### config.mk
export PLATFORM = sky130hd
export DESIGN_NAME = speed_round_ctrl
export DESIGN_NICKNAME = d
export VERILOG_FILES = /design/src/rtl/tow_pkg.sv /design/src/rtl/tick_timer.sv /design/src/rtl/speed_round_ctrl.sv
export SDC_FILE = /design/constraint.sdc
export NUM_CORES = 1
export LEC_CHECK = 0
export BUFFER_PORTS_ARGS = -buffer_cell sky130_fd_sc_hd__buf_2
export CORE_MARGIN = 2
export CORE_UTILIZATION = 45
export CTS_BUF_LIST = sky130_fd_sc_hd__clkbuf_2 sky130_fd_sc_hd__clkbuf_4 sky130_fd_sc_hd__clkbuf_8
export DETAILED_ROUTE_END_ITERATION = 8
export GPL_TIMING_DRIVEN = 0
export PLACE_DENSITY = 0.65
export SLEW_MARGIN = 25
export SYNTH_ARGS = -nofsm -noshare
export SYNTH_HDL_FRONTEND = slang
export SYNTH_HIERARCHICAL = 1
export SYNTH_SLANG_ARGS = --single-unit
### constraint.sdc
create_clock -name clk -period 4.6 [get_ports clk]
set_input_delay 0.46 -clock clk [delete_from_list [all_inputs] [get_ports clk]]
set_output_delay 0.46 -clock clk [all_outputs]
set_load 0.02 [all_outputs]
### src/rtl/tow_pkg.sv
// Shared definitions for the tug-of-war speed-round controller: FSM states,
// rope position limits and counter widths.
package tow_pkg;

    localparam int POS_W = 4;
    localparam int CNT_W = 8;
    localparam int LED_N = 9;

    localparam logic [POS_W-1:0] POS_CENTRE = 4'd4;
    localparam logic [POS_W-1:0] POS_MAX    = 4'd8;

    typedef enum logic [2:0] {
        S_IDLE,
        S_COUNTDOWN,
        S_ROUND,
        S_SETTLE,
        S_MOVE,
        S_EXIT,
        S_DONE
    } state_t;

    // One rope step from a round result; a tie outranks a right-ahead flag.
    function automatic logic [POS_W-1:0] pos_step(input logic [POS_W-1:0] p,
                                                  input logic right,
                                                  input logic tie);
        logic [POS_W-1:0] r;
        r = p;
        if (tie)
            r = p;
        else if (right)
            r = (p == POS_MAX) ? p : p + POS_W'(1);
        else
            r = (p == '0) ? p : p - POS_W'(1);
        return r;
    endfunction

endpackage

### src/rtl/tick_timer.sv
// Loadable down-counter stepped by timebase ticks; done is high at zero.
// Shared by the countdown and round phases of speed_round_ctrl.
module tick_timer
    import tow_pkg::*;
(
    input  logic             clk,
    input  logic             rst,
    input  logic             load,
    input  logic [CNT_W-1:0] value,
    input  logic             tick,
    output logic             done
);

    logic [CNT_W-1:0] count;

    // A load on the same clk as a tick wins, so that tick is never counted.
    always_ff @(posedge clk or posedge rst) begin
        if (rst)
            count <= '0;
        else if (load)
            count <= value;
        else if (tick && count != '0)
            count <= count - CNT_W'(1);
    end

    assign done = (count == '0);

endmodule

### src/rtl/speed_round_ctrl.sv
// Speed-round sequencer for the tug-of-war game: countdown, push window,
// settle, rope move and counter clear. Define SUDDEN_DEATH_EN to replay a tied
// round straight away without a countdown.
module speed_round_ctrl
    import tow_pkg::*;
#(
    parameter int ROUND_TICKS = 5,
    parameter int CD_TICKS    = 3,
    parameter int SETTLE_CYC  = 2
) (
    input  logic             clk,
    input  logic             rst,
    input  logic             tick,
    input  logic             start,
    input  logic             speed_right,
    input  logic             speed_tie,
    output logic             speedRound,
    output logic             speedExit,
    output logic [POS_W-1:0] pos,
    output logic [LED_N-1:0] led,
    output logic             win_left,
    output logic             win_right,
    output logic             countdown
);

    localparam int SETTLE_W = $clog2(SETTLE_CYC);

    state_t              state, state_next;
    logic                timer_load, timer_done, timer_tick;
    logic [CNT_W-1:0]    timer_value;
    logic [SETTLE_W-1:0] settle_cnt;
`ifdef SUDDEN_DEATH_EN
    logic                tie_seen;
`endif

    always_ff @(posedge clk or posedge rst) begin
        if (rst)
            state <= S_IDLE;
        else
            state <= state_next;
    end

    // NOTE: every output of this block gets a default first, so no path can infer a latch.
    always_comb begin
        state_next  = state;
        timer_load  = 1'b0;
        timer_value = CNT_W'(CD_TICKS);
        case (state)
            S_IDLE, S_DONE: begin
                if (start) begin
                    state_next = S_COUNTDOWN;
                    timer_load = 1'b1;
                end
            end
            S_COUNTDOWN: begin
                if (timer_done) begin
                    state_next  = S_ROUND;
                    timer_load  = 1'b1;
                    timer_value = CNT_W'(ROUND_TICKS);
                end
            end
            S_ROUND:  if (timer_done) state_next = S_SETTLE;
            S_SETTLE: if (settle_cnt == SETTLE_W'(SETTLE_CYC - 1)) state_next = S_MOVE;
            S_MOVE:   state_next = S_EXIT;
            S_EXIT: begin
                if (pos == POS_MAX || pos == '0)
                    state_next = S_DONE;
`ifdef SUDDEN_DEATH_EN
                else if (tie_seen) begin
                    state_next  = S_ROUND;
                    timer_load  = 1'b1;
                    timer_value = CNT_W'(ROUND_TICKS);
                end
`endif
                else begin
                    state_next = S_COUNTDOWN;
                    timer_load = 1'b1;
                end
            end
            default:  state_next = S_IDLE;
        endcase
    end

    always_comb begin
        speedRound = (state == S_ROUND);
        speedExit  = (state == S_EXIT);
        countdown  = (state == S_COUNTDOWN);
        win_right  = (state == S_DONE) && (pos == POS_MAX);
        win_left   = (state == S_DONE) && (pos == '0);
        led        = '0;
        for (int i = 0; i < LED_N; i++)
            led[i] = (pos == POS_W'(i));
    end

    assign timer_tick = tick && (state == S_COUNTDOWN || state == S_ROUND);

    tick_timer u_timer (
        .clk   (clk),
        .rst   (rst),
        .load  (timer_load),
        .value (timer_value),
        .tick  (timer_tick),
        .done  (timer_done)
    );

    always_ff @(posedge clk or posedge rst) begin
        if (rst) begin
            pos        <= POS_CENTRE;
            settle_cnt <= '0;
        end else begin
            if (state == S_MOVE)
                pos <= pos_step(pos, speed_right, speed_tie);
            else if (state == S_DONE && start)
                pos <= POS_CENTRE;
            settle_cnt <= (state == S_SETTLE) ? settle_cnt + SETTLE_W'(1) : '0;
        end
    end

`ifdef SUDDEN_DEATH_EN
    always_ff @(posedge clk or posedge rst) begin
        if (rst)
            tie_seen <= 1'b0;
        else if (state == S_MOVE)
            tie_seen <= speed_tie;
    end
`endif

endmodule

==> impl_metrics.yaml, run 1 <==
detailed_routing:
  routed-via-count: 1106
  met3_wirelength_um: 103
  top_signal_layer_used: "met4"
  wl_met2_um: 1190
  detail_route.wl_per_cell_um: 12.2
  vias_per_cell: 5.45
  drt_pass1_iterations: 4
  postRouteWirelength_um: 2480
  detail_route.wirelength.met1_um: 1150
  detailedRoute.firstIterationViolations: 37
  ant_nets: 0
  remaining_drc_errors: 0
pwr:
  pint_uw: 407
  clock_power_share: 0.104
  peakVddDrop_mv: 0.296
  power.share.sequential: 0.344
  switching_power_uw: 354
  power_leakage_uw: 0.000644
  p_sw_frac: 0.465
  power.density_cell_area_nw_per_um2: 546
  power.combinational.fraction: 0.552
  report.power.total_uw: 761
place:
  io_buffer_count: 23
  gp_routability_congestion: 0.872
  place_hpwl_um: 1980
  preCtsSetupSlack_ns: 1.42
final_layout:
  post-route-util: 0.558
  mostFrequentLayoutCells: "buf_2, nand2_1, dfrtp_1"
  mostFrequentLayoutCell: "buf_2"
  area_growth_syn_to_layout_pct: 16.5
  antenna_diodes: 0
  final_layout_size_suffix_gt1_frac: 0.202
  filler_cell_count: 252
  nets: 186
timing:
  finalSetupTns_ns: 0
  clock.fmax_mhz: 314
  setup_viol_count_final: 0
  tightestPinTransition_ns: 0.914
  report.final.hold_viol_count: 0
  timing_max_transition_violations_final: 0
  finClkSkew_ns: 0.00366
  setup_slack_ns: 1.42
  grt_setup_unrepaired: "false"
  min_period_ns: 3.18
  layout_worst_path_cycle_share: 0.692
  timing.max_slew.rel_slack: 0.385
clock_network:
  postCtsSetupRepairBufs: 0
  numCtsBuffers: 3
  deepest_clock_path_buffer_count: 2
  ctsHtreeMaxLevel: 1
  clkSinkCount: 16
  cts.reportedPaths.clkPinSlew_ns: 0.09
  clk_latency_ns: 0.28
  cts.hold.buffers_added: 0
  tritoncts_clock_tree: "yes"
  cts_resized: 0
  clockRootBuffer: "clkbuf_4"
global_route:
  grt_max_degree: 11
  via_count_of_the_first_global_routing_pass: 1031
  grt.overflow.total: 0
  antenna_violations_before_repair: 0
  gr-usage-all-layers: 0.174
  grt_first_pass_wirelength_um: 4370
yosys:
  async_flop_share: 1.00
  synthFlopType: "dfrtp_1"
  leading_cell_types_by_total_area_after_synthesis: "dfrtp_1, ha_1, and2_1"
  synthesis.instances: 142
  syn-mean-instance-area_um2: 8.42
  synth_top_cell_area_share: 0.314
  synth.yosys.seq_area_share: 0.336
  synth.yosys.warnings: 6
  number_of_synthesized_flops_with_an_enable_pin: 0
  synth_cell_type_count: 42
  netlist.top_cell.by_area: "dfrtp_1"
  synth.ff_latch_count: 16
  post_synth_instance_area_um2: 1200
floorplanning:
  pin_count: 24
  placement_rows: 18
  die-width_um: 55.6
  placeableCoreArea_um2: 2500
  die-area_um2: 3090
  floorplan.initialDensity: 0.478
  floorplan.die.height_um: 55.6
setup_path:
  critPathRequiredTime_ns: 4.75
  critPathCaptureType: "flip-flop"
  timing.reg2reg.worst_path_depth: 8
  critPathMaxStageDelay_ns: 0.76
  critical_path.cell_chain: "inv_1, ha_1, or4b_4, nor2_1, mux2i_1, o31ai_1, clkbuf_1, o21ai_0"
  timing.reg2reg.setup_slack_ns: 1.42
  worst_r2r_startpoint: "u_timer/count[0]"
  worst-path-max-fanout: 10
  critical_path.slowest_cell: "o31ai_1"
  timing.rr.end: "u_timer/count[5]"
  critPathLaunchType: "flip-flop"
  worst_endpoint_data_arrival_time_ns: 3.33
  critical_path_class: "flip-flop to flip-flop"
min_path:
  hold_path.class: "input pin to async pin"
status:
  outcome: "finished, final reports clean"
run:
  max-cap-violations: 0
==> kinds of logic after synthesis <==
logic type	share of synthesized area
AOI/OAI and AO/OA	0.163
xor gates and xnor gates	0.0513
adders and majority gates	0.0628
buffers and inverters	0.0481
DFF	0.336
muxes	0.0596
other	0.00628
and+or+nand+nor	0.273
==> cell usage after synthesis (2+ instances only) <==
| cell | number |
|---|---|
| a21oi_1 | 3 |
| a22oi_1 | 2 |
| and2_1 | 10 |
| and3_1 | 2 |
| clkbuf_1 | 2 |
| conb_1 | 2 |
| dfrtp_1 | 15 |
| ha_1 | 6 |
| inv_1 | 10 |
| mux2i_1 | 6 |
| nand2_1 | 15 |
| nand2b_1 | 3 |
| nand3_1 | 2 |
| nand4_1 | 2 |
| nor2_1 | 10 |
| nor2b_1 | 3 |
| nor3_1 | 3 |
| o21ai_0 | 5 |
| o21ai_1 | 8 |
| o22ai_1 | 3 |
| o31ai_1 | 2 |
| or4_1 | 2 |
| or4b_4 | 2 |
| xnor2_1 | 4 |
| xor2_1 | 3 |
==> through the flow <==
stage	hold WS, ns	cell area (um^2)	cells
final	0.110	1390	203
after global routing	0.117	1390	203
after CTS	0.107	1390	203
after detailed placement	0.426	1360	199
after global placement	0.420	1360	199
after floorplan	0.275	1210	146
==> worst max path at each step <==
stage | from | endpoint | slack, ns | depth (start not counted)
floorplan | u_timer/count[0] | u_timer/count[5] | 2.04 | 8
global placement | u_timer/count[0] | u_timer/count[7] | 1.49 | 8
detailed placement | u_timer/count[0] | u_timer/count[5] | 1.42 | 8
CTS | u_timer/count[0] | u_timer/count[5] | 1.41 | 8
global route | u_timer/count[0] | u_timer/count[7] | 1.08 | 8
finish | u_timer/count[0] | u_timer/count[5] | 1.42 | 8
==> power groups by stage <==
stage | Clock [uW] | Sequential (uW) | Combinational, uW
final | 79.4 | 262 | 420
after global routing | 93.5 | 271 | 473
after CTS | 85.4 | 259 | 421
after detailed placement | 0 | 261 | 419
after global placement | 0 | 258 | 408
after floorplan | 0 | 258 | 317
==> area by class of cell <==
cell class / count / area [um^2] / area share
Buffer: 4 / 16.3 / 0.0117
Multi-Input combinational cell: 115 / 752 / 0.539
Inverter: 11 / 41.3 / 0.0296
Timing Repair Buffer: 23 / 115 / 0.0826
Clock buffer: 4 / 30.0 / 0.0215
Tap cell: 30 / 37.5 / 0.0269
Sequential cell: 16 / 402 / 0.288
==> flip-flops by register name, summed over array words and instances, names as in the netlist <==
register,flops
u_timer/count,8
state,3
settle_cnt,1
pos,4
==> per-layer routing <==
metal | vias to the layer above | GRT usage
li1 | 552 | -
met1 | 515 | 0.205
met2 | 32 | 0.303
met3 | 7 | 0.0304
met4 | 0 | 0.0836
met5 | - | 0
==> critical path, delay by kind of cell, from the launching register on <==
| family | cells | cell delay, ns |
|---|---|---|
| AO/OA/AOI/OAI | 2 | 0.91 |
| adder cells (fa/ha/maj) | 1 | 0.18 |
| buffers and inverters | 2 | 0.50 |
| flip-flops | 1 | 0.40 |
| multiplexers | 1 | 0.14 |
| AND/OR/NAND/NOR | 2 | 0.92 |
No activity file was read; power rests on OpenSTA's default activity.
==> inputs of run 2 (changes only) <==
--- a/config.mk
+++ b/config.mk
@@ -11,7 +11,7 @@
 export CTS_BUF_LIST = sky130_fd_sc_hd__clkbuf_2 sky130_fd_sc_hd__clkbuf_4 sky130_fd_sc_hd__clkbuf_8
 export DETAILED_ROUTE_END_ITERATION = 8
 export GPL_TIMING_DRIVEN = 0
-export PLACE_DENSITY = 0.65
+export PLACE_DENSITY = 0.68
 export SLEW_MARGIN = 25
 export SYNTH_ARGS = -nofsm -noshare
 export SYNTH_HDL_FRONTEND = slang
==> constraint.sdc (replaced) <==
create_clock -name clk -period 2.6 [get_ports clk]
set_input_delay 0.26 -clock clk [delete_from_list [all_inputs] [get_ports clk]]
set_output_delay 0.26 -clock clk [all_outputs]
set_load 0.02 [all_outputs]
==> impl_metrics.yaml, run 2 (same netlist as run 1, synthesis figures left out) <==
setup_path:
  worst-path-max-fanout: 10
  critical_path_class: "flip-flop to flip-flop"
  critPathMaxStageDelay_ns: 0.51
  critPathCaptureType: "flip-flop"
  critPathLaunchType: "flip-flop"
  critical_path.cell_chain: "inv_1, ha_1, or4b_4, nor2_4, mux2i_1, o31ai_4, clkbuf_4, o21ai_0"
  timing.reg2reg.worst_path_depth: 8
  worst_r2r_startpoint: "u_timer/count[0]"
  worst_endpoint_data_arrival_time_ns: 2.62
  timing.rr.end: "u_timer/count[5]"
  critical_path.slowest_cell: "or4b_4"
  critPathRequiredTime_ns: 2.77
  timing.reg2reg.setup_slack_ns: 0.15
  critical_path.startpoint: "u_timer/count[0]"
detailed_routing:
  detailedRoute.firstIterationViolations: 37
  ant_nets: 0
  remaining_drc_errors: 0
  detail_route.wl_per_cell_um: 13.0
  routed-via-count: 1100
  drt_pass1_iterations: 4
  vias_per_cell: 5.34
  postRouteWirelength_um: 2690
final_layout:
  antenna_diodes: 0
  filler_cell_count: 247
  biggest_registers_after_layout: "u_timer/count (8), pos (4), state (3)"
  total_area_of_multi_input_combinational_cells_um2: 778
  largest_register_ffs: 8
  seqCellArea_um2: 402
  area_growth_syn_to_layout_pct: 21.7
  mostFrequentLayoutCells: "buf_2, nand2_1, dfrtp_1"
  nets: 189
  largest_register: "u_timer/count"
  final_layout_size_suffix_gt1_frac: 0.233
  mostFrequentLayoutCell: "buf_2"
timing:
  holdWs_ns: 0.329
  clock.fmax_mhz: 408
  finalSetupTns_ns: 0
  finClkSkew_ns: 0.00921
  layout_worst_path_cycle_share: 0.942
  timing.max_slew.rel_slack: 0.543
  min_period_ns: 2.45
  timing_max_transition_violations_final: 0
  report.final.hold_viol_count: 0
  tightestPinTransition_ns: 0.676
  setup_viol_count_final: 0
pwr:
  power.density_cell_area_nw_per_um2: 977
  pint_uw: 764
  report.power.total_uw: 1420
  power.share.sequential: 0.327
  p_sw_frac: 0.462
  switching_power_uw: 657
  clock_power_share: 0.117
  peakVddDrop_mv: 0.596
  power_leakage_uw: 0.000671
  power.combinational.fraction: 0.556
global_route:
  gr-usage-all-layers: 0.191
  antenna_violations_before_repair: 0
  via_count_of_the_first_global_routing_pass: 1088
  grt.overflow.total: 0
  grt_first_pass_wirelength_um: 4750
  grt_max_degree: 11
min_path:
  hold_path.class: "input pin to flip-flop"
  critical_hold_path_startpoint: "start"
  worst_hold_path.endpoint: "state[0]"
  holdPathStages: 3
clock_network:
  ctsHtreeMaxLevel: 1
  clkSinkCount: 16
  tritoncts_clock_tree: "yes"
  clk_latency_ns: 0.29
  clockRootBuffer: "clkbuf_4"
  deepest_clock_path_buffer_count: 2
  cts.reportedPaths.clkPinSlew_ns: 0.10
  numCtsBuffers: 3
run:
  max-cap-violations: 0
floorplanning:
  pin_count: 24
  die-area_um2: 3090
  placeableCoreArea_um2: 2500
  floorplan.die.height_um: 55.6
  placement_rows: 18
  floorplan.initialDensity: 0.478
  die-width_um: 55.6
place:
  gp_routability_congestion: 0.811
  place_hpwl_um: 2040
  io_buffer_count: 23
status:
  outcome: "finished, final reports clean"
==> run 2: worst max-delay path by stage <==
stage / to / slack [ns] / cells past startpoint
2_1_floorplan: u_timer/count[5] / 0.04 / 8
6_report: u_timer/count[5] / 0.15 / 8
5_1_grt: u_timer/count[5] / -0.01 / 8
3_3_place_gp: u_timer/count[5] / -0.50 / 8
3_5_place_dp: u_timer/count[7] / -0.60 / 8
4_1_cts: u_timer/count[5] / 0.003 / 8
==> run 2: worst max-delay path: cells and delay by family (launching register included) <==
kind / cells / cell delay [ns]
buffers and inverters: 2 / 0.40
adder cells (fa/ha/maj): 1 / 0.17
flip-flops: 1 / 0.41
AND/OR/NAND/NOR: 2 / 0.73
AO/OA/AOI/OAI: 2 / 0.46
multiplexers: 1 / 0.15
==> run 2: layout make-up <==
class	count	share of cell area
repair buffers	26	0.0963
inverters	11	0.0284
flip-flops and latches	16	0.276
multi-input cells	115	0.535
plain buffers	4	0.0138
well taps	30	0.0258
clock buffers	4	0.0249
==> run 2: per-stage QoR <==
stage / util / cell area (um^2) / worst slack [ns] / cells
global placement: 0.546 / 1360 / -0.495 / 199
global route: 0.582 / 1460 / -0.0148 / 206
finish: 0.582 / 1460 / 0.150 / 206
floorplan: - / 1210 / 0.0366 / 146
detailed placement: 0.546 / 1360 / -0.600 / 199
CTS: 0.571 / 1430 / 0.00291 / 204
==> run 2: power by group through the flow <==
stage	Sequential, uW	Clock, uW	Combinational, uW
CTS	460	170	765
detailed placement	463	0	743
global placement	457	0	720
floorplan	456	0	561
finish	465	166	790
global route	482	188	892
==> run 2: timing repair <==
action                                  in CTS  in global routing
hold endpoints to repair                    15                  0
endpoints found under the setup margin       8                  7
resized for setup                            4                  4
setup buffers                                0                  2
hold buffers                                 1                  0
pin swaps                                    0                  1
==> run 2: routing by layer <==
metal	vias to the layer above	GRT usage	wire length (um)
li1	561	-	-
met1	508	0.235	1140
met2	29	0.338	1400
met3	2	0.0258	131
met4	0	0.0662	19
met5	-	0	0
==> inputs of run 3 (changes only) <==
--- a/config.mk
+++ b/config.mk
@@ -9,9 +9,10 @@
 export CORE_MARGIN = 2
 export CORE_UTILIZATION = 45
 export CTS_BUF_LIST = sky130_fd_sc_hd__clkbuf_2 sky130_fd_sc_hd__clkbuf_4 sky130_fd_sc_hd__clkbuf_8
+export CTS_CLUSTER_SIZE = 20
 export DETAILED_ROUTE_END_ITERATION = 8
 export GPL_TIMING_DRIVEN = 0
-export PLACE_DENSITY = 0.68
+export PLACE_DENSITY = 0.65
 export SLEW_MARGIN = 25
 export SYNTH_ARGS = -nofsm -noshare
 export SYNTH_HDL_FRONTEND = slang
==> constraint.sdc (replaced) <==
create_clock -name clk -period 2.95 [get_ports clk]
set_input_delay 0.295 -clock clk [delete_from_list [all_inputs] [get_ports clk]]
set_output_delay 0.295 -clock clk [all_outputs]
set_load 0.01 [all_outputs]
==> impl_metrics.yaml, run 3 (same netlist as run 1, synthesis figures left out) <==
floorplanning:
  floorplan.initialDensity: 0.478
  placement_rows: 18
  die-width_um: 55.6
  placeableCoreArea_um2: 2500
  pin_count: 24
  floorplan.die.height_um: 55.6
  die-area_um2: 3090
global_route:
  grt_first_pass_wirelength_um: 4410
  gr-usage-all-layers: 0.176
  grt_max_degree: 11
  antenna_violations_before_repair: 0
  grt.overflow.total: 0
  via_count_of_the_first_global_routing_pass: 1042
final_layout:
  biggest_registers_after_layout: "u_timer/count (8), pos (4), state (3)"
  area_growth_syn_to_layout_pct: 18.8
  filler_cell_count: 250
  antenna_diodes: 0
  seqCellArea_um2: 402
  final_layout_size_suffix_gt1_frac: 0.218
  total_area_of_multi_input_combinational_cells_um2: 768
  mostFrequentLayoutCell: "buf_2"
  mostFrequentLayoutCells: "buf_2, nand2_1, dfrtp_1"
  largest_register_ffs: 8
  largest_register: "u_timer/count"
  nets: 187
setup_path:
  critPathLaunchType: "flip-flop"
  worst-path-max-fanout: 10
  critPathMaxStageDelay_ns: 0.51
  critical_path.cell_chain: "inv_1, ha_1, or4b_4, nor2_2, mux2i_1, o31ai_4, clkbuf_2, o21ai_0"
  worstPathBufferInverterCount: 2
  critPathCaptureType: "flip-flop"
  critPathRequiredTime_ns: 3.11
  critical_path.slowest_cell: "or4b_4"
  critical_path_class: "flip-flop to flip-flop"
  timing.reg2reg.setup_slack_ns: 0.36
  worst_endpoint_data_arrival_time_ns: 2.75
  critical_path.top_delay_family: "simple AND/OR/NAND/NOR gates"
place:
  preCtsSetupSlack_ns: -0.227
  place_hpwl_um: 1980
  gp_routability_congestion: 0.872
  io_buffer_count: 23
pwr:
  peakVddDrop_mv: 0.472
  power_leakage_uw: 0.000657
  power.density_cell_area_nw_per_um2: 816
detailed_routing:
  vias_per_cell: 5.39
  postRouteWirelength_um: 2470
  detailedRoute.firstIterationViolations: 44
  ant_nets: 0
  drt_pass1_iterations: 4
  remaining_drc_errors: 0
  detail_route.wl_per_cell_um: 12.1
  routed-via-count: 1100
timing:
  timing_max_transition_violations_final: 0
  finClkSkew_ns: 0.00453
  clock.fmax_mhz: 386
  min_period_ns: 2.59
  tightestPinTransition_ns: 0.602
  setup_viol_count_final: 0
  report.final.hold_viol_count: 0
  timing.max_slew.rel_slack: 0.593
  grt_setup_unrepaired: "false"
  layout_worst_path_cycle_share: 0.877
  setup_slack_ns: 0.362
  finalSetupTns_ns: 0
clock_network:
  clkSinkCount: 16
  numCtsBuffers: 3
  ctsHtreeMaxLevel: 1
  cts.reportedPaths.clkPinSlew_ns: 0.09
  tritoncts_clock_tree: "yes"
  deepest_clock_path_buffer_count: 2
  clockRootBuffer: "clkbuf_4"
  clk_latency_ns: 0.28
min_path:
  hold_path.class: "input pin to flip-flop"
run:
  max-cap-violations: 0
status:
  outcome: "finished, final reports clean"
-- run 3: path summary, 6_finish.rpt --
kind / to / cells after the start / start
worst max-delay path: u_timer/count[5] / 8 / u_timer/count[0]
worst min-delay path: state[1] / 4 / start
worst max register to register: u_timer/count[5] / 8 / u_timer/count[0]
worst min register to register: settle_cnt / 1 / settle_cnt
max in group asynchronous: pos[2] / 3 / rst
min in group asynchronous: settle_cnt / 3 / rst
-- run 3: what timing repair did --
item                       CTS  global route
hold endpoints to repair    15             0
gates cloned                 0             0
hold buffers                 1             0
setup buffers                0             0
gates resized for setup      2             3
setup endpoints to repair    7             6
pin swaps                    0             0
-- run 3: worst register-to-register path, cell delays in order (launching register included) --
cell and delay, ns:
dfrtp_1 0.39, inv_1 0.11, ha_1 0.18, or4b_4 0.51, nor2_2 0.30, mux2i_1 0.18, o31ai_4 0.38, clkbuf_2 0.30
o21ai_0 0.12
-- run 3: layout make-up --
| class | instances | area share |
|---|---|---|
| Tap cell | 30 | 0.0264 |
| Timing Repair Buffer | 24 | 0.0880 |
| Inverter | 11 | 0.0290 |
| Sequential cell | 16 | 0.283 |
| Multi-Input combinational cell | 115 | 0.540 |
| Clock buffer | 4 | 0.0211 |
| Buffer | 4 | 0.0123 |
-- run 3: per-stage QoR --
stage / cell area (um^2) / hold WS, ns / cells / total power (uW) / utilization
3_5_place_dp: 1360 / 0.261 / 199 / 1020 / 0.546
3_3_place_gp: 1360 / 0.255 / 199 / 998 / 0.546
4_1_cts: 1420 / 0.383 / 204 / 1170 / 0.567
2_1_floorplan: 1210 / 0.110 / 146 / 858 / -
6_report: 1420 / 0.399 / 204 / 1160 / 0.569
5_1_grt: 1420 / 0.387 / 204 / 1280 / 0.569
-- run 3: where the power goes --
part	internal [uW]	switching, uW	total, uW
Sequential	308	97.1	405
Combinational	271	358	629
Clock	61.7	63.2	125
Total	641	519	1160
-- run 3: per-layer routing --
layer	up-vias	wire length [um]	track usage
li1	555	-	-
met3	7	112	0.0304
met1	506	1120	0.210
met5	-	0	0
met4	0	51	0.0836
met2	32	1190	0.304
